**src/rtl/status_reg_if.sv**
```systemverilog
// -----------------------------------------------------------------------------
// status_reg_if
// Bundles the signals between the CPU control unit and the 6502-style
// processor status register.
//
// Signals (direction seen from the status register, i.e. the slave modport):
//   alu_out   in  8  ALU result (N/Z source, Z source for BIT)
//   alu_c     in  1  ALU carry out
//   alu_v     in  1  ALU overflow
//   bus_in    in  8  data bus byte (PLP/RTI pull, BIT operand)
//   upd_nz    in  1  load N/Z from ALU
//   upd_c     in  1  load C from ALU
//   upd_v     in  1  load V from ALU
//   bit_op    in  1  BIT instruction flag update
//   plp       in  1  load P from bus_in
//   int_entry in  1  interrupt/BRK entry (sets I)
//   set_op    in  1  explicit flag set/clear (CLC/SEC/CLI/SEI/CLD/SED/CLV)
//   set_sel   in  2  target flag: 0=C, 1=I, 2=D, 3=V
//   set_val   in  1  value written by set_op
//   push_brk  in  1  B bit value presented on p_push
//   irq_n     in  1  asynchronous IRQ line, active-low (level)
//   nmi_n     in  1  asynchronous NMI line, falling-edge triggered
//   nmi_ack   in  1  clear the pending NMI
//   p_out     out 8  flags NV11DIZC
//   p_push    out 8  flags NV1BDIZC, B = push_brk
//   carry     out 1  C flag to the ALU carry-in
//   decimal   out 1  D flag
//   irq_req   out 1  masked IRQ request (registered)
//   nmi_req   out 1  pending NMI
//
// There is no valid/ready handshake here: every control input is a
// single-cycle qualifier sampled on the rising clock edge, and the outputs
// are always valid.
// -----------------------------------------------------------------------------
interface status_reg_if;
  logic [7:0] alu_out;
  logic       alu_c;
  logic       alu_v;
  logic [7:0] bus_in;
  logic       upd_nz;
  logic       upd_c;
  logic       upd_v;
  logic       bit_op;
  logic       plp;
  logic       int_entry;
  logic       set_op;
  logic [1:0] set_sel;
  logic       set_val;
  logic       push_brk;
  logic       irq_n;
  logic       nmi_n;
  logic       nmi_ack;
  logic [7:0] p_out;
  logic [7:0] p_push;
  logic       carry;
  logic       decimal;
  logic       irq_req;
  logic       nmi_req;

  // Control unit side.
  modport master (
    output alu_out, alu_c, alu_v, bus_in,
    output upd_nz, upd_c, upd_v, bit_op, plp, int_entry,
    output set_op, set_sel, set_val, push_brk,
    output irq_n, nmi_n, nmi_ack,
    input  p_out, p_push, carry, decimal, irq_req, nmi_req
  );

  // Status register side.
  modport slave (
    input  alu_out, alu_c, alu_v, bus_in,
    input  upd_nz, upd_c, upd_v, bit_op, plp, int_entry,
    input  set_op, set_sel, set_val, push_brk,
    input  irq_n, nmi_n, nmi_ack,
    output p_out, p_push, carry, decimal, irq_req, nmi_req
  );
endinterface

```
**src/rtl/status_reg.sv**
```systemverilog
// -----------------------------------------------------------------------------
// status_reg
// 6502-style processor status register (P) with interrupt request
// conditioning.
//
// Ports:
//   clk    in   1  system clock, all state updates on the rising edge
//   rst_n  in   1  asynchronous active-low reset
//   sr_if  slave    status_reg_if bundle (ALU/bus inputs, flag update
//                   controls, IRQ/NMI lines, P outputs, interrupt requests)
//
// Flag update priority, lowest to highest, applied per flag:
//   upd_nz / upd_c / upd_v  ->  bit_op (N,V,Z)  ->  set_op (selected flag)
//   ->  plp (all six flags)  ->  int_entry (I only)
// A flag with no active update holds its value.
//
// irq_n and nmi_n each pass a two-flop synchronizer. irq_req is registered
// from the synchronized level masked by the I flag as it was before the
// current edge, so CLI/SEI reach irq_req one cycle late. A falling edge of
// the synchronized NMI sets a sticky pending bit; nmi_ack clears it unless a
// new falling edge is seen in the same cycle.
// -----------------------------------------------------------------------------
module status_reg (
  input  logic         clk,
  input  logic         rst_n,
  status_reg_if.slave  sr_if
);

  // set_sel encoding
  localparam logic [1:0] SEL_C = 2'd0;
  localparam logic [1:0] SEL_I = 2'd1;
  localparam logic [1:0] SEL_D = 2'd2;
  localparam logic [1:0] SEL_V = 2'd3;

  // ---------------------------------------------------------------------------
  // Flag registers
  // ---------------------------------------------------------------------------
  logic n_q, v_q, d_q, i_q, z_q, c_q;
  logic n_d, v_d, d_d, i_d, z_d, c_d;

  logic alu_zero;
  assign alu_zero = (sr_if.alu_out == 8'h00);

  // Later assignments win, so the statement order below is the priority.
  always_comb begin
    n_d = n_q;
    v_d = v_q;
    d_d = d_q;
    i_d = i_q;
    z_d = z_q;
    c_d = c_q;

    if (sr_if.upd_nz) begin
      n_d = sr_if.alu_out[7];
      z_d = alu_zero;
    end
    if (sr_if.upd_c) c_d = sr_if.alu_c;
    if (sr_if.upd_v) v_d = sr_if.alu_v;

    // BIT: N and V come from the memory operand, Z from the AND result.
    if (sr_if.bit_op) begin
      n_d = sr_if.bus_in[7];
      v_d = sr_if.bus_in[6];
      z_d = alu_zero;
    end

    if (sr_if.set_op) begin
      case (sr_if.set_sel)
        SEL_C:   c_d = sr_if.set_val;
        SEL_I:   i_d = sr_if.set_val;
        SEL_D:   d_d = sr_if.set_val;
        SEL_V:   v_d = sr_if.set_val;
        default: ;
      endcase
    end

    // Pulled byte: bits 5 (always 1) and 4 (B, not a real flag) are dropped.
    if (sr_if.plp) begin
      n_d = sr_if.bus_in[7];
      v_d = sr_if.bus_in[6];
      d_d = sr_if.bus_in[3];
      i_d = sr_if.bus_in[2];
      z_d = sr_if.bus_in[1];
      c_d = sr_if.bus_in[0];
    end

    // Interrupt entry masks further IRQs; D is deliberately left alone.
    if (sr_if.int_entry) i_d = 1'b1;
  end

  always_ff @(posedge clk or negedge rst_n) begin
    if (!rst_n) begin
      n_q <= 1'b0;
      v_q <= 1'b0;
      d_q <= 1'b0;
      i_q <= 1'b1;
      z_q <= 1'b0;
      c_q <= 1'b0;
    end else begin
      n_q <= n_d;
      v_q <= v_d;
      d_q <= d_d;
      i_q <= i_d;
      z_q <= z_d;
      c_q <= c_d;
    end
  end

  // Outputs are taken straight from the flag registers.
  assign sr_if.p_out   = {n_q, v_q, 1'b1, 1'b1,           d_q, i_q, z_q, c_q};
  assign sr_if.p_push  = {n_q, v_q, 1'b1, sr_if.push_brk, d_q, i_q, z_q, c_q};
  assign sr_if.carry   = c_q;
  assign sr_if.decimal = d_q;

  // ---------------------------------------------------------------------------
  // IRQ: synchronize, then mask with the pre-edge I flag
  // ---------------------------------------------------------------------------
  logic irq_s1_q, irq_s2_q;
  logic irq_req_q, irq_req_d;

  assign irq_req_d = ~irq_s2_q & ~i_q;

  always_ff @(posedge clk or negedge rst_n) begin
    if (!rst_n) begin
      irq_s1_q  <= 1'b1;
      irq_s2_q  <= 1'b1;
      irq_req_q <= 1'b0;
    end else begin
      irq_s1_q  <= sr_if.irq_n;
      irq_s2_q  <= irq_s1_q;
      irq_req_q <= irq_req_d;
    end
  end

  assign sr_if.irq_req = irq_req_q;

  // ---------------------------------------------------------------------------
  // NMI: synchronize, detect the 1->0 transition, hold it until acknowledged
  // ---------------------------------------------------------------------------
  logic nmi_s1_q, nmi_s2_q, nmi_prev_q;
  logic nmi_fall;
  logic nmi_pending_q, nmi_pending_d;

  // A level held low produces exactly one edge: prev follows s2.
  assign nmi_fall = nmi_prev_q & ~nmi_s2_q;

  always_comb begin
    nmi_pending_d = nmi_pending_q;
    if (sr_if.nmi_ack) nmi_pending_d = 1'b0;
    // A fresh edge beats a simultaneous acknowledge so it is not lost.
    if (nmi_fall)      nmi_pending_d = 1'b1;
  end

  always_ff @(posedge clk or negedge rst_n) begin
    if (!rst_n) begin
      nmi_s1_q      <= 1'b1;
      nmi_s2_q      <= 1'b1;
      nmi_prev_q    <= 1'b1;
      nmi_pending_q <= 1'b0;
    end else begin
      nmi_s1_q      <= sr_if.nmi_n;
      nmi_s2_q      <= nmi_s1_q;
      nmi_prev_q    <= nmi_s2_q;
      nmi_pending_q <= nmi_pending_d;
    end
  end

  assign sr_if.nmi_req = nmi_pending_q;

endmodule

```
**src/flat_wrapper.sv**
```systemverilog
// flat-port wrapper written by rule: the top's interface ports become plain ports
module status_reg_flat 
  (clk, rst_n, sr_if_alu_out, sr_if_alu_c, sr_if_alu_v, sr_if_bus_in, sr_if_upd_nz, sr_if_upd_c, sr_if_upd_v, sr_if_bit_op, sr_if_plp, sr_if_int_entry, sr_if_set_op, sr_if_set_sel, sr_if_set_val, sr_if_push_brk, sr_if_irq_n, sr_if_nmi_n, sr_if_nmi_ack, sr_if_p_out, sr_if_p_push, sr_if_carry, sr_if_decimal, sr_if_irq_req, sr_if_nmi_req);
  status_reg_if sr_if_i ();
  input  logic clk;
  input  logic rst_n;
  input wire logic [$bits(sr_if_i.alu_out)-1:0] sr_if_alu_out;
  input wire logic [$bits(sr_if_i.alu_c)-1:0] sr_if_alu_c;
  input wire logic [$bits(sr_if_i.alu_v)-1:0] sr_if_alu_v;
  input wire logic [$bits(sr_if_i.bus_in)-1:0] sr_if_bus_in;
  input wire logic [$bits(sr_if_i.upd_nz)-1:0] sr_if_upd_nz;
  input wire logic [$bits(sr_if_i.upd_c)-1:0] sr_if_upd_c;
  input wire logic [$bits(sr_if_i.upd_v)-1:0] sr_if_upd_v;
  input wire logic [$bits(sr_if_i.bit_op)-1:0] sr_if_bit_op;
  input wire logic [$bits(sr_if_i.plp)-1:0] sr_if_plp;
  input wire logic [$bits(sr_if_i.int_entry)-1:0] sr_if_int_entry;
  input wire logic [$bits(sr_if_i.set_op)-1:0] sr_if_set_op;
  input wire logic [$bits(sr_if_i.set_sel)-1:0] sr_if_set_sel;
  input wire logic [$bits(sr_if_i.set_val)-1:0] sr_if_set_val;
  input wire logic [$bits(sr_if_i.push_brk)-1:0] sr_if_push_brk;
  input wire logic [$bits(sr_if_i.irq_n)-1:0] sr_if_irq_n;
  input wire logic [$bits(sr_if_i.nmi_n)-1:0] sr_if_nmi_n;
  input wire logic [$bits(sr_if_i.nmi_ack)-1:0] sr_if_nmi_ack;
  output wire logic [$bits(sr_if_i.p_out)-1:0] sr_if_p_out;
  output wire logic [$bits(sr_if_i.p_push)-1:0] sr_if_p_push;
  output wire logic [$bits(sr_if_i.carry)-1:0] sr_if_carry;
  output wire logic [$bits(sr_if_i.decimal)-1:0] sr_if_decimal;
  output wire logic [$bits(sr_if_i.irq_req)-1:0] sr_if_irq_req;
  output wire logic [$bits(sr_if_i.nmi_req)-1:0] sr_if_nmi_req;
  assign sr_if_i.alu_out = sr_if_alu_out;
  assign sr_if_i.alu_c = sr_if_alu_c;
  assign sr_if_i.alu_v = sr_if_alu_v;
  assign sr_if_i.bus_in = sr_if_bus_in;
  assign sr_if_i.upd_nz = sr_if_upd_nz;
  assign sr_if_i.upd_c = sr_if_upd_c;
  assign sr_if_i.upd_v = sr_if_upd_v;
  assign sr_if_i.bit_op = sr_if_bit_op;
  assign sr_if_i.plp = sr_if_plp;
  assign sr_if_i.int_entry = sr_if_int_entry;
  assign sr_if_i.set_op = sr_if_set_op;
  assign sr_if_i.set_sel = sr_if_set_sel;
  assign sr_if_i.set_val = sr_if_set_val;
  assign sr_if_i.push_brk = sr_if_push_brk;
  assign sr_if_i.irq_n = sr_if_irq_n;
  assign sr_if_i.nmi_n = sr_if_nmi_n;
  assign sr_if_i.nmi_ack = sr_if_nmi_ack;
  assign sr_if_p_out = sr_if_i.p_out;
  assign sr_if_p_push = sr_if_i.p_push;
  assign sr_if_carry = sr_if_i.carry;
  assign sr_if_decimal = sr_if_i.decimal;
  assign sr_if_irq_req = sr_if_i.irq_req;
  assign sr_if_nmi_req = sr_if_i.nmi_req;
  status_reg u_core (.clk(clk), .rst_n(rst_n), .sr_if(sr_if_i));
endmodule
```
**config.mk**
```make
export PLATFORM = sky130hd
export DESIGN_NAME = status_reg_flat
export DESIGN_NICKNAME = d
export VERILOG_FILES = /design/src/rtl/status_reg_if.sv /design/src/rtl/status_reg.sv /design/src/flat_wrapper.sv
export SDC_FILE = /design/constraint.sdc
export NUM_CORES = 1
export LEC_CHECK = 0
export CAP_MARGIN = 20
export CORE_MARGIN = 2
export CORE_UTILIZATION = 28
export CTS_BUF_LIST = sky130_fd_sc_hd__clkbuf_16
export CTS_CLUSTER_SIZE = 30
export DETAILED_ROUTE_END_ITERATION = 10
export PLACE_DENSITY_LB_ADDON = 0.25
export SYNTH_ARGS = -nofsm -noshare
export SYNTH_HDL_FRONTEND = slang
export SYNTH_SLANG_ARGS = --single-unit
```
**constraint.sdc**
```tcl
create_clock -name clk -period 1 [get_ports clk]
set_input_delay 0.2 -clock clk [delete_from_list [all_inputs] [get_ports clk]]
set_output_delay 0.2 -clock clk [all_outputs]
set_load 0.02 [all_outputs]
```
Yosys cells after proc, flatten, opt, wreduce, memory -nomap -nowiden
Index checks and enable logic that the tools add are counted.

word-level totals
  word-level logic and storage cells = 55
  register bits = 13
  output and inout bits = 20

operators by class
  reduce and logical (&&, ||, !) cells = 10
  eq/ne operators = 3
  muxes and demuxes = 24
  bitwise gates (word level) = 5

operators with widths
  operator            count
  $mux 1              24
  $reduce_bool 3->1   3
  $logic_not 8->1     1
  $reduce_bool 2->1   3
  $eq 2x2->1 const B  2
  $reduce_and 2->1    2
  $not 1->1           3
  $and 1x1->1         2
  $eq 2x1->1 const B  1
  $logic_not 2->1     1

Depth between registers and ports, before layout
  depth after elaboration = 5
  gate-level depth with buffers = 4
  depth with buffers taken out = 3

Worst setup path after synthesis
Ideal clock, no wire load.

  kind = flip-flop to flip-flop
  start point = register u_core.c_q, in the netlist u_core.sr_if.carry
  end point = register u_core.c_q, in the netlist u_core.sr_if.carry
  setup slack = -0.032 ns
  required time = 0.872 ns
  clock period less this slack = 1.032 ns
  data arrival time = 0.904 ns
  stages on the path, launching flop included = 4
  cells stage by stage = dfrtp_1 -> mux2_2 -> mux2i_1 -> o21ai_0

between the ends
  cells in the longest elaborated chain, start to end = 4

RTL lines
  what                    line               text
  from (decl)             status_reg.sv:38   logic n_q, v_q, d_q, i_q, z_q, c_q;
  from (signal assigned)  status_reg.sv:98   c_q <= 1'b0;
  from (signal assigned)  status_reg.sv:105  c_q <= c_d;
  $mux 1 *                status_reg.sv:57   if (sr_if.upd_c) c_d = sr_if.alu_c;
  $mux 1                  status_reg.sv:68   case (sr_if.set_sel)
  $mux 1 *                status_reg.sv:67   if (sr_if.set_op) begin
  $mux 1 *                status_reg.sv:78   if (sr_if.plp) begin
  net u_core.c_d          status_reg.sv:39   logic n_d, v_d, d_d, i_d, z_d, c_d;

Mark *: on every way through the listed nets, which the timed path passes. The rest lies on a longest branch.
A chain may end at the register's enable or synchronous reset.

Worst setup path in the final report
  start point = register u_core.i_q
  end point = output sr_if_p_out[2]

RTL lines
  what                    line                text
  from (decl)             status_reg.sv:38
  from (signal assigned)  status_reg.sv:103   i_q <= i_d;
  to (decl)               flat_wrapper.sv:24  output wire logic [$bits(sr_if_i.p_out)-1:0] sr_if_p_out;

No word-level cell between the ends.

==> results.json <==
{
  "drc": 0,
  "grt_pass1_wl_um": 2310,
  "p_seq_frac": 0.338,
  "synth-seq-cells": 13,
  "fmax_mhz": 906,
  "pwr_density_cell_mw_per_mm2": 1400,
  "synth_compound_area_frac": 0.0830,
  "synth_top_family_by_area": "buffers and inverters",
  "synth_most_common_cell": "buf_4",
  "crit_buf_inv": 1,
  "cts_hold_buf": 0,
  "first_iter_violations": 1,
  "routed.top_layer": "met4",
  "ys_types": 24,
  "rsz0062_at_grt": "yes",
  "final.setup_skew_ns": 0.00270,
  "worstSetupPathType": "register to output pin",
  "hold_class": "input pin to async pin",
  "slew_violations": 0,
  "drv_cap": 0,
  "dp.cells": 139,
  "synth.avg_cell_area_sq_um": 10.2,
  "io_pins": 54,
  "grt_max_degree": 14,
  "antenna_cells": 0,
  "initial_core_util": 0.288,
  "drtAntennaViolNets": 0,
  "finalNonFillerCells": 145,
  "nNetsFinal": 150,
  "vias": 645,
  "synth_area_sq_um": 693,
  "cts_buffer_depth": 2,
  "die_h_um": 53.8,
  "antenna_found_initial": 0,
  "reg2regPathDepth": 4,
  "cp_max_fo": 3,
  "seq_area_frac_synth": 0.480,
  "critPathTopFamily": "flip-flops",
  "cts_buffers": 3,
  "outcome": "complete, but fails checks",
  "start_kind": "register",
  "fin_crit_sh": 1.10,
  "cts_root_buf": "clkbuf_16",
  "dr_wl_met3_um": 180,
  "routabilityCongestion": 0.738,
  "nFillCells": 225,
  "wl_per_cell_um": 11.0,
  "drt_wl_total_um": 1590,
  "p_clk_frac": 0.404,
  "multiInputGateArea_sq_um": 255,
  "cts.sinks": 13,
  "cts_tree": "done",
  "ff_latch_area_sq_um": 335,
  "setup_viol": 10,
  "h-tree-depth": 1,
  "synthXorXnorAreaFrac": 0,
  "numPortBuffers": 46,
  "synthArstFlopShare": 1.00,
  "synth-simple-area-share": 0.166,
  "syn2layout_area_growth_pct": 85.7,
  "wl_met1_um": 638,
  "arrival_ns": 0.90,
  "syn_inst": 68,
  "dpl_worst_slack_ns": -0.412,
  "synth_edf_count": 0,
  "met2_length_um": 756,
  "synth_top_cell_area_share": 0.253,
  "dp_hpwl_um": 1270,
  "vdd_drop_max_v": 0.000869,
  "core_sq_mm": 0.00241,
  "dr.pass1.iters": 3,
  "crit_chain": "buf_6",
  "fin_util": 0.534,
  "p_int_uw": 1380,
  "setup_ws_ns": -0.104,
  "die_w_um": 53.8,
  "p_comb_frac": 0.257,
  "leakagePower_uw": 0.000572,
  "via_per_inst": 4.45,
  "yosysWarnings": 0,
  "synthAdderAreaFrac": 0,
  "switchingPower_uw": 425,
  "crit_path_max_incr_delay_ns": 0.55,
  "overflow": 0,
  "netlist_top_cells_count": "buf_4, dfrtp_1, dfstp_2",
  "synthMuxAreaShare": 0.0740,
  "fp-row-count": 18,
  "layout-drive-gt1-share": 0.400,
  "clk_latency_ns": 0.24,
  "cp-end-kind": "output pin",
  "slowest_stage": "dfstp_2",
  "cp_num_cells": 1,
  "swShare": 0.236,
  "synth_ff_type": "dfrtp_1",
  "dieArea_sq_mm": 0.00289,
  "grt_pass1_vias": 591,
  "netlist.top_cell.by_area": "dfrtp_1",
  "design_area_sq_mm": 0.00129,
  "fin_crit_ns": 1.10,
  "cp.required_ns": 0.80,
  "ys_top_cells_by_area": "dfrtp_1, dfstp_2, buf_4, mux2i_1, a21oi_1",
  "grt_use_total": 0.112,
  "final_hold_viol_count": 0,
  "clkSlewWorstSetupHoldPaths_ns": 0.04,
  "placed_area_sq_mm": 0.00116,
  "violations": "negative setup slack"
}
-- routing by layer --
layer,global-route usage,vias up
li1,-,311
met1,0.126,294
met2,0.197,38
met3,0.0278,2
met4,0.0513,0
met5,0,-
-- layout make-up --
cell class,instances,share of cell area
timing repair buffer,58,0.445
sequential,13,0.260
multi-input combinational,38,0.198
clock buffer,3,0.0583
tap,30,0.0292
inverter,2,0.00583
clock inverter,1,0.00292
-- final timing paths --
path,startpoint,end,slack (ns)
max,u_core.i_q$_DFFE_PN1P_,sr_if_p_out[2],-0.10
min,rst_n,u_core.sr_if.nmi_req$_DFFE_PN0P_,0.29
max reg2reg,u_core.i_q$_DFFE_PN1P_,u_core.i_q$_DFFE_PN1P_,-0.05
min reg2reg,u_core.irq_s1_q$_DFF_PN1_,u_core.irq_s2_q$_DFF_PN1_,0.35
max in group asynchronous,rst_n,u_core.nmi_s2_q$_DFF_PN1_,0.51
min in group clk,u_core.irq_s1_q$_DFF_PN1_,u_core.irq_s2_q$_DFF_PN1_,0.35
-- power by group through the flow --
stage	Sequential, uW	Combinational (uW)	Clock (uW)
detailed placement	607	446	0
finish	610	464	729
global placement	605	441	0
floorplan	620	204	0
global route	615	497	784
CTS	604	416	751
-- per-stage QoR --
stage               TNS (ns)  hold slack [ns]  power, uW
detailed placement     -4.93            0.348       1050
CTS                   -0.385            0.292       1770
finish                -0.323            0.291       1800
global route          -0.725            0.298       1900
floorplan           -0.00819          -0.0956        824
global placement       -4.70            0.346       1050
-- kinds of logic after synthesis --
kind of cell / count (synthesis)
multiplexers: 5
flip-flops: 13
AO/OA/AOI/OAI: 10
other: 1
buffers and inverters: 19
AND/OR/NAND/NOR: 20
-- repair_timing --
| item | 4_1_cts | 5_1_grt |
|---|---|---|
| gates resized for setup | 85 | 24 |
| hold endpoints to repair | 0 | 0 |
| pin swaps | 0 | 4 |
| setup buffers | 0 | 2 |
| setup endpoints to repair | 21 | 20 |
-- placed cells by master (no fill, tap or decap), types with 2 or more instances in the layout --
cell type / netlist / layout
clkdlybuf4s15_1: 0 / 2
nor2_1: 5 / 4
dfrtp_2: 0 / 2
dfrtp_1: 7 / 5
a21oi_1: 4 / 3
nand2_1: 3 / 3
conb_1: 1 / 3
dfstp_2: 6 / 6
nand3_1: 2 / 2
buf_6: 0 / 15
nor3_1: 2 / 2
buf_4: 16 / 11
clkbuf_16: 0 / 3
dlygate4sd2_1: 0 / 3
clkdlybuf4s50_1: 0 / 25
inv_1: 2 / 3
mux2i_1: 4 / 4
Power figures use the tool's default switching activity.
